## config.mk

```make
export PLATFORM = sky130hd
export DESIGN_NAME = cpu_seq_ctrl
export DESIGN_NICKNAME = d
export VERILOG_FILES = /design/src/rtl/cpu_seq_ctrl.sv
export SDC_FILE = /design/constraint.sdc
export NUM_CORES = 1
export LEC_CHECK = 0
export BUFFER_PORTS_ARGS = -buffer_cell sky130_fd_sc_hd__buf_2
export CAP_MARGIN = 10
export CORE_MARGIN = 5
export CORE_UTILIZATION = 45
export CTS_CLUSTER_SIZE = 12
export DETAILED_ROUTE_END_ITERATION = 6
export PLACE_DENSITY_LB_ADDON = 0.2
export SETUP_SLACK_MARGIN = 0.1
export SYNTH_ARGS = -nofsm -noshare
export SYNTH_HDL_FRONTEND = slang
export SYNTH_SLANG_ARGS = --single-unit
```

## constraint.sdc

```tcl
create_clock -name clk -period 1.4 [get_ports clk]
set_input_delay 0.07 -clock clk [delete_from_list [all_inputs] [get_ports clk]]
set_output_delay 0.07 -clock clk [all_outputs]
set_load 0.01 [all_outputs]
```

## src/rtl/cpu_seq_ctrl.sv

```systemverilog
// Fetch/decode/execute sequencer for the 4-bit CPU: owns PC, IR and run/halt
// state, drives the external combinational ALU and registers its result.
module cpu_seq_ctrl #(
  parameter int unsigned PC_W     = 8,
  parameter int unsigned RESET_PC = 0
) (
  input  logic            clk,
  input  logic            rst,
  input  logic            start,
  output logic [PC_W-1:0] imem_addr,
  output logic            imem_en,
  input  logic [15:0]     imem_rdata,
  output logic [3:0]      alu_op,
  output logic [3:0]      alu_a,
  output logic [3:0]      alu_b,
  input  logic [3:0]      alu_result,
  output logic [3:0]      out,
  output logic            out_valid,
  output logic            busy,
  output logic            halted,
  output logic            illegal
);

  typedef enum logic [2:0] {
    S_IDLE,
    S_FETCH,
    S_LOAD,
    S_EXEC,
    S_HALT
  } state_e;

  localparam logic [PC_W-1:0] PC_INIT = PC_W'(RESET_PC);
  localparam logic [3:0]      OP_JMP  = 4'hE;
  localparam logic [3:0]      OP_HALT = 4'hF;

  state_e          state_q, state_d;
  logic [PC_W-1:0] pc_q, pc_d;
  logic [15:0]     ir_q, ir_d;
  logic [3:0]      out_q, out_d;
  logic            out_valid_q, out_valid_d;
  logic            imem_en_q, imem_en_d;
  logic            busy_q, busy_d;
  logic            halted_q, halted_d;
  logic            illegal_q, illegal_d;
  logic [3:0]      alu_op_q, alu_op_d;
  logic [3:0]      alu_a_q, alu_a_d;
  logic [3:0]      alu_b_q, alu_b_d;

  logic [3:0] ir_op;
  logic [3:0] rd_op;
  logic       ir_is_alu;
  logic       ir_is_undef;
  logic       rd_is_alu;
  logic       unused_ir_bits;

  assign ir_op          = ir_q[15:12];
  assign rd_op          = imem_rdata[15:12];
  assign ir_is_alu      = (ir_op >= 4'h1) && (ir_op <= 4'h5);
  assign ir_is_undef    = (ir_op >= 4'h6) && (ir_op <= 4'hD);
  assign rd_is_alu      = (rd_op >= 4'h1) && (rd_op <= 4'h5);
  assign unused_ir_bits = ^ir_q[3:0];

  always_comb begin
    state_d     = state_q;
    pc_d        = pc_q;
    ir_d        = ir_q;
    out_d       = out_q;
    out_valid_d = 1'b0;
    illegal_d   = illegal_q;
    alu_op_d    = 4'h0;
    alu_a_d     = 4'h0;
    alu_b_d     = 4'h0;

    unique case (state_q)
      S_IDLE: begin
        if (start) state_d = S_FETCH;
      end
      S_FETCH: begin
        state_d = S_LOAD;
      end
      S_LOAD: begin
        ir_d    = imem_rdata;
        pc_d    = pc_q + PC_W'(1);
        state_d = S_EXEC;
        // ALU drive is registered here so it is stable for the whole EXEC cycle
        if (rd_is_alu) begin
          alu_op_d = rd_op;
          alu_a_d  = imem_rdata[11:8];
          alu_b_d  = imem_rdata[7:4];
        end
      end
      S_EXEC: begin
        if (ir_is_alu) begin
          out_d       = alu_result;
          out_valid_d = 1'b1;
        end
        if (ir_op == OP_JMP) pc_d = PC_W'(ir_q[11:4]);
        if (ir_is_undef) illegal_d = 1'b1;
        state_d = (ir_op == OP_HALT) ? S_HALT : S_FETCH;
      end
      S_HALT: begin
        state_d = S_HALT;
      end
      default: begin
        state_d = S_IDLE;
      end
    endcase

    imem_en_d = (state_d == S_FETCH);
    busy_d    = (state_d == S_FETCH) || (state_d == S_LOAD) || (state_d == S_EXEC);
    halted_d  = (state_d == S_HALT);
  end

  always_ff @(posedge clk) begin
    if (rst) begin
      state_q     <= S_IDLE;
      pc_q        <= PC_INIT;
      ir_q        <= 16'h0000;
      out_q       <= 4'h0;
      out_valid_q <= 1'b0;
      imem_en_q   <= 1'b0;
      busy_q      <= 1'b0;
      halted_q    <= 1'b0;
      illegal_q   <= 1'b0;
      alu_op_q    <= 4'h0;
      alu_a_q     <= 4'h0;
      alu_b_q     <= 4'h0;
    end else begin
      state_q     <= state_d;
      pc_q        <= pc_d;
      ir_q        <= ir_d;
      out_q       <= out_d;
      out_valid_q <= out_valid_d;
      imem_en_q   <= imem_en_d;
      busy_q      <= busy_d;
      halted_q    <= halted_d;
      illegal_q   <= illegal_d;
      alu_op_q    <= alu_op_d;
      alu_a_q     <= alu_a_d;
      alu_b_q     <= alu_b_d;
    end
  end

  assign imem_addr = pc_q;
  assign imem_en   = imem_en_q;
  assign alu_op    = alu_op_q;
  assign alu_a     = alu_a_q;
  assign alu_b     = alu_b_q;
  assign out       = out_q;
  assign out_valid = out_valid_q;
  assign busy      = busy_q;
  assign halted    = halted_q;
  assign illegal   = illegal_q;

endmodule

```

## Yosys cells after proc, flatten, opt, wreduce, memory -nomap -nowiden

Cells that the tools add are included.

- $add $sub $neg: 1
- Order comparisons: 6
- Equal/unequal tests: 11
- Muxes and demuxes: 6
- Bitwise operators: 3
- Reductions and logical operators: 12

Operators by type and width:

| operator | count |
|---|---|
| $pmux W8 S2 | 1 |
| $pmux W3 S5 | 1 |
| $eq A3 B2 Y1 const B | 4 |
| $add A8 B1 Y8 const B | 1 |
| $eq A4 B4 Y1 const B | 2 |
| $ge A4 B1 Y1 const B | 2 |
| $le A4 B3 Y1 const B | 2 |
| $mux W8 | 1 |
| $eq A3 B1 Y1 const B | 2 |
| $eq A3 B3 Y1 const B | 2 |
| $mux W3 | 2 |
| $reduce_and A2 Y1 | 3 |
| $ge A4 B3 Y1 const B | 1 |
| $le A4 B4 Y1 const B | 1 |
| $logic_and A1 B1 Y1 | 3 |
| $logic_not A3 Y1 | 1 |
| $not A1 Y1 | 3 |
| $reduce_or A3 Y1 | 1 |
| $logic_or A1 B1 Y1 | 2 |
| $ne A2 B2 Y1 const B | 1 |
| $reduce_bool A2 Y1 | 1 |
| $reduce_or A2 Y1 | 1 |
| $mux W1 | 1 |

- Flip-flop bits (word level): 48
- Bits of input ports: 23
- Output and inout bits: 29
- Logic and storage cells: 51

## Logic depth before layout (Yosys ltp)

- Word-level depth: 6
- Depth in mapped cells: 7
- Mapped depth without buffers: 5

## Worst setup path before layout

Ideal clock, no wire load.

- Kind: register to register
- Start: register state_q[1]
- End: register pc_q[7], in the netlist imem_addr[7]
- Library setup time: 117 ps
- Arrival time: 1261 ps
- Data required time: 1283 ps
- Path slack: 21 ps
- Stages on the path, launching flop included: 7
- Path buffers: 3
- Period minus slack after synthesis: 1379 ps
- Cell sequence: dfxtp_1 buf_4 and3b_1 buf_6 buf_8 a22o_1 a32o_1

- Word-level cells in the longest chain between the ends: 3
- Elaborated cells on any way between the ends: 6
- Classes of those cells: eq/ne: 3; mux: 1; reduce/logical: 2

RTL lines:

| element | line | source |
|---|---|---|
| from (decl) | 36 | `state_e state_q, state_d;` |
| from (signal assigned) | 129 | `state_q <= state_d;` |
| $eq A3 B2 Y1 | 74 | `unique case (state_q)` |
| $ne A2 B2 Y1 (no line) or $reduce_bool A2 Y1 (tied branches) | n/a |  |
| $reduce_and A2 Y1 (no line) | n/a |  |
| to (signal assigned) | 130 | `pc_q <= pc_d;` |
| to (decl) | 37 | `logic [PC_W-1:0] pc_q, pc_d;` |

Parallel ways exist; a longest one is shown, timed or not.
A chain may end at the register's enable or synchronous reset.

## Final worst setup path

- Start: register state_q[2]
- End: register pc_q[5], in the netlist imem_addr[5]

Same word-level chain as after synthesis.

==> reports/metrics.yaml <==
min_path:
  hold_path.startpoint: "imem_rdata[4]"
  hold_class: "primary input to register"
finish:
  fillCellCount: 346
  drive_above_1_share_pct: 37.3
  num_antenna_cells: 0
  multi_input_comb_area_sq_um: 828
  final-seq-area_sq_um: 890
  area_delta_synth_final_pct: 35.2
  post-route-util_pct: 63.8
  finalInstanceArea_sq_um: 2370
  fin_nets: 286
timing:
  rsz0062_at_grt: "yes"
  tns_ps: 0
  finalSetupViolCount: 0
  fmax_mhz: 765
  finClkSkew_ps: 5.51
  finalCritPeriodShare_pct: 93.4
  period_needed_ps: 1310
  hold_viol_final: 0
  final_max_slew_viol_count: 0
routing:
  wl_per_cell_microns: 12.7
  vias: 1587
  dr.pass1.iters: 4
  drt-total-wl_microns: 3960
  drt-initial-drc-count: 55
  drcViolationCount: 0
  viasPerCell: 5.10
  ant_nets: 0
cts:
  ctsHtreeMaxLevel: 2
  cts_made_buffers: 5
  clk_latency_ps: 300
  clockRootBuffer: "clkbuf_8"
  clock-sinks: 44
  clk_pin_slew_worst_paths_ps: 80
  cts_tree: "yes"
  clock_path_buffers: 2
power:
  ir_worst_vdd_v: 0.000892
  p_leak_nw: 1.10
  p_per_area_nw_per_um2: 1210
critical_path:
  crit_type: "register to register"
  crit_path_start_kind: "register"
  cp_data_required_time_ps: 1600
  critPathArrivalTime_ps: 1510
  cp-end-kind: "register"
  critPathMaxFanout: 14
  r2r_start: "state_q[2]"
  crit_start: "state_q[2]"
global_route:
  grt_max_degree: 24
  antenna_found_initial: 0
  grt_overflow_total: 0
  grt_pass1_wl_microns: 6600
  grt_usage_pct: 16.1
  grt_pass1_vias: 1532
place:
  port_buffers: 47
  placed_area_sq_um: 2140
  place.gp.congestion: 0.761
  hpwl_microns: 2860
logic_synthesis:
  synth_area_sq_um: 1750
  syn_area_per_cell_sq_um: 9.04
  yosysWarnings: 0
  synth-edff-count: 0
  yosysTopAreaCellShare_pct: 50.2
  synth_most_common_cell: "dfxtp_1"
  syn-num-nets: 218
  synthTopCellsByCount: "dfxtp_1 (44), nand2_1 (34), a21oi_1 (21), nor2_1 (20), and3_1 (11)"
  async_flop_share_pct: 0
  synth_ff_type: "dfxtp_1"
  synthCells: 194
  synth_area_leaders: "dfxtp_1 (50%), nand2_1 (7.3%), a21oi_1 (6.0%)"
  ys_seq_area_share_pct: 50.2
  synth_top_area_cell: "dfxtp_1"
  ys_ff_latch: 44
  synth_cell_types: 43
floorplan:
  die_area_sq_um: 5240
  io_pins: 52
  fp.dieH_microns: 72.4
  start_util_pct: 47.2
  core_region_area_sq_um: 3720
  num_rows: 22
  die_w_microns: 72.4
job:
  maxCapViolations: 0
outcome:
  outcome: "finished, final reports clean"
critical path: stages (launching register included):
cell and delay, ps:
dfxtp_2 340, and3b_2 290, buf_12 140, nor2_1 40, a22o_1 190, a32o_1 200
where the power goes:
part,internal (mW),switching (mW),total [mW]
sequential,1.33,0.0427,1.37
combinational,0.254,0.287,0.541
clock,0.528,0.439,0.967
sequential cells by signal, summed over array words and instances, names as in the netlist:
signal and flops:
ir_q 12, imem_addr 8, alu_a 4, alu_b 4
alu_op 4, out 4, state_q 3, busy 1
halted 1, illegal 1, imem_en 1, out_valid 1
final cells by class:
cell class	instances	area share, %
Timing Repair Buffer	72	20.0
Clock buffer	5	2.90
Sequential cell	44	37.5
Tap cell	48	2.53
Clock inverter	3	1.80
Multi-Input combinational cell	137	35.0
Inverter	2	0.317
per-layer routing:
layer | up-vias | share of wire [%] | global-route usage, %
li1 | 807 | - | -
met1 | 739 | 42 | 17.3
met2 | 34 | 50 | 28.3
met3 | 7 | 6.2 | 5.82
met4 | 0 | 1.6 | 6.97
met5 | - | 0 | 0
cell usage in the layout (no fill, tap or decap), drive strengths merged:
cell type | netlist | final
and3 | 11 | 11
nor3 | 6 | 6
o32ai | 1 | 1
o22ai | 1 | 1
dlygate4sd3 | 0 | 4
nand3b | 1 | 1
or2 | 1 | 1
and3b | 1 | 1
a2111oi | 1 | 1
nand4 | 1 | 1
dfxtp | 44 | 44
a311oi | 1 | 1
nand4b | 1 | 1
conb | 1 | 1
a32o | 2 | 2
mux2i | 5 | 5
a21oi | 22 | 22
a21o | 1 | 1
bufinv | 0 | 1
clkinv | 0 | 1
xnor2 | 2 | 2
nor3b | 1 | 1
and2 | 1 | 1
o31ai | 1 | 1
nand2 | 34 | 34
o21ai | 6 | 6
inv | 2 | 2
a211oi | 2 | 2
buf | 6 | 68
clkbuf | 5 | 5
nand3 | 3 | 3
nand2b | 2 | 2
ha | 1 | 1
clkinvlp | 0 | 1
o311ai | 1 | 1
a22o | 2 | 2
a31o | 1 | 1
nor4 | 2 | 2
a221oi | 1 | 1
nor2 | 20 | 20
metrics by stage:
| step | std cells | power, mW | hold WS, ps | worst slack, ps |
|---|---|---|---|---|
| after global routing | 311 | 3.03 | 5.62 | 43.1 |
| after floorplan | 194 | 1.70 | 146 | 64.0 |
| after detailed placement | 296 | 1.88 | 289 | 47.2 |
| final | 311 | 2.88 | 6.46 | 92.1 |
| after global placement | 296 | 1.87 | 288 | 61.9 |
| after CTS | 309 | 2.86 | 0.980 | 97.7 |
worst paths after layout:
kind	end	slack, ps	depth (start not counted)
worst max register to register	imem_addr[5]	90	5
worst min register to register	state_q[1]	450	1
worst min-delay path	alu_b[0]	6	2
worst max-delay path	imem_addr[5]	90	5
cells by family (layout without fill, tap and decap cells):
family	Yosys count	count (layout)	synth area share [%]
xor+xnor	2	2	0.999
buf+inv	13	82	4.43
compound gates	43	43	17.1
other cells	1	1	0.214
mux	5	5	2.86
simple gates	85	85	23.5
flops	44	44	50.2
fa+ha+maj	1	1	0.714
repair_timing:
item                       in CTS  in global routing
pin swaps                       1                  5
hold endpoints to repair        4                  0
resized for setup               5                 17
buffers inserted                1                  2
hold buffers                    4                  0
setup endpoints to repair       7                 16
Note: power is estimated with default switching activity, not from simulation.
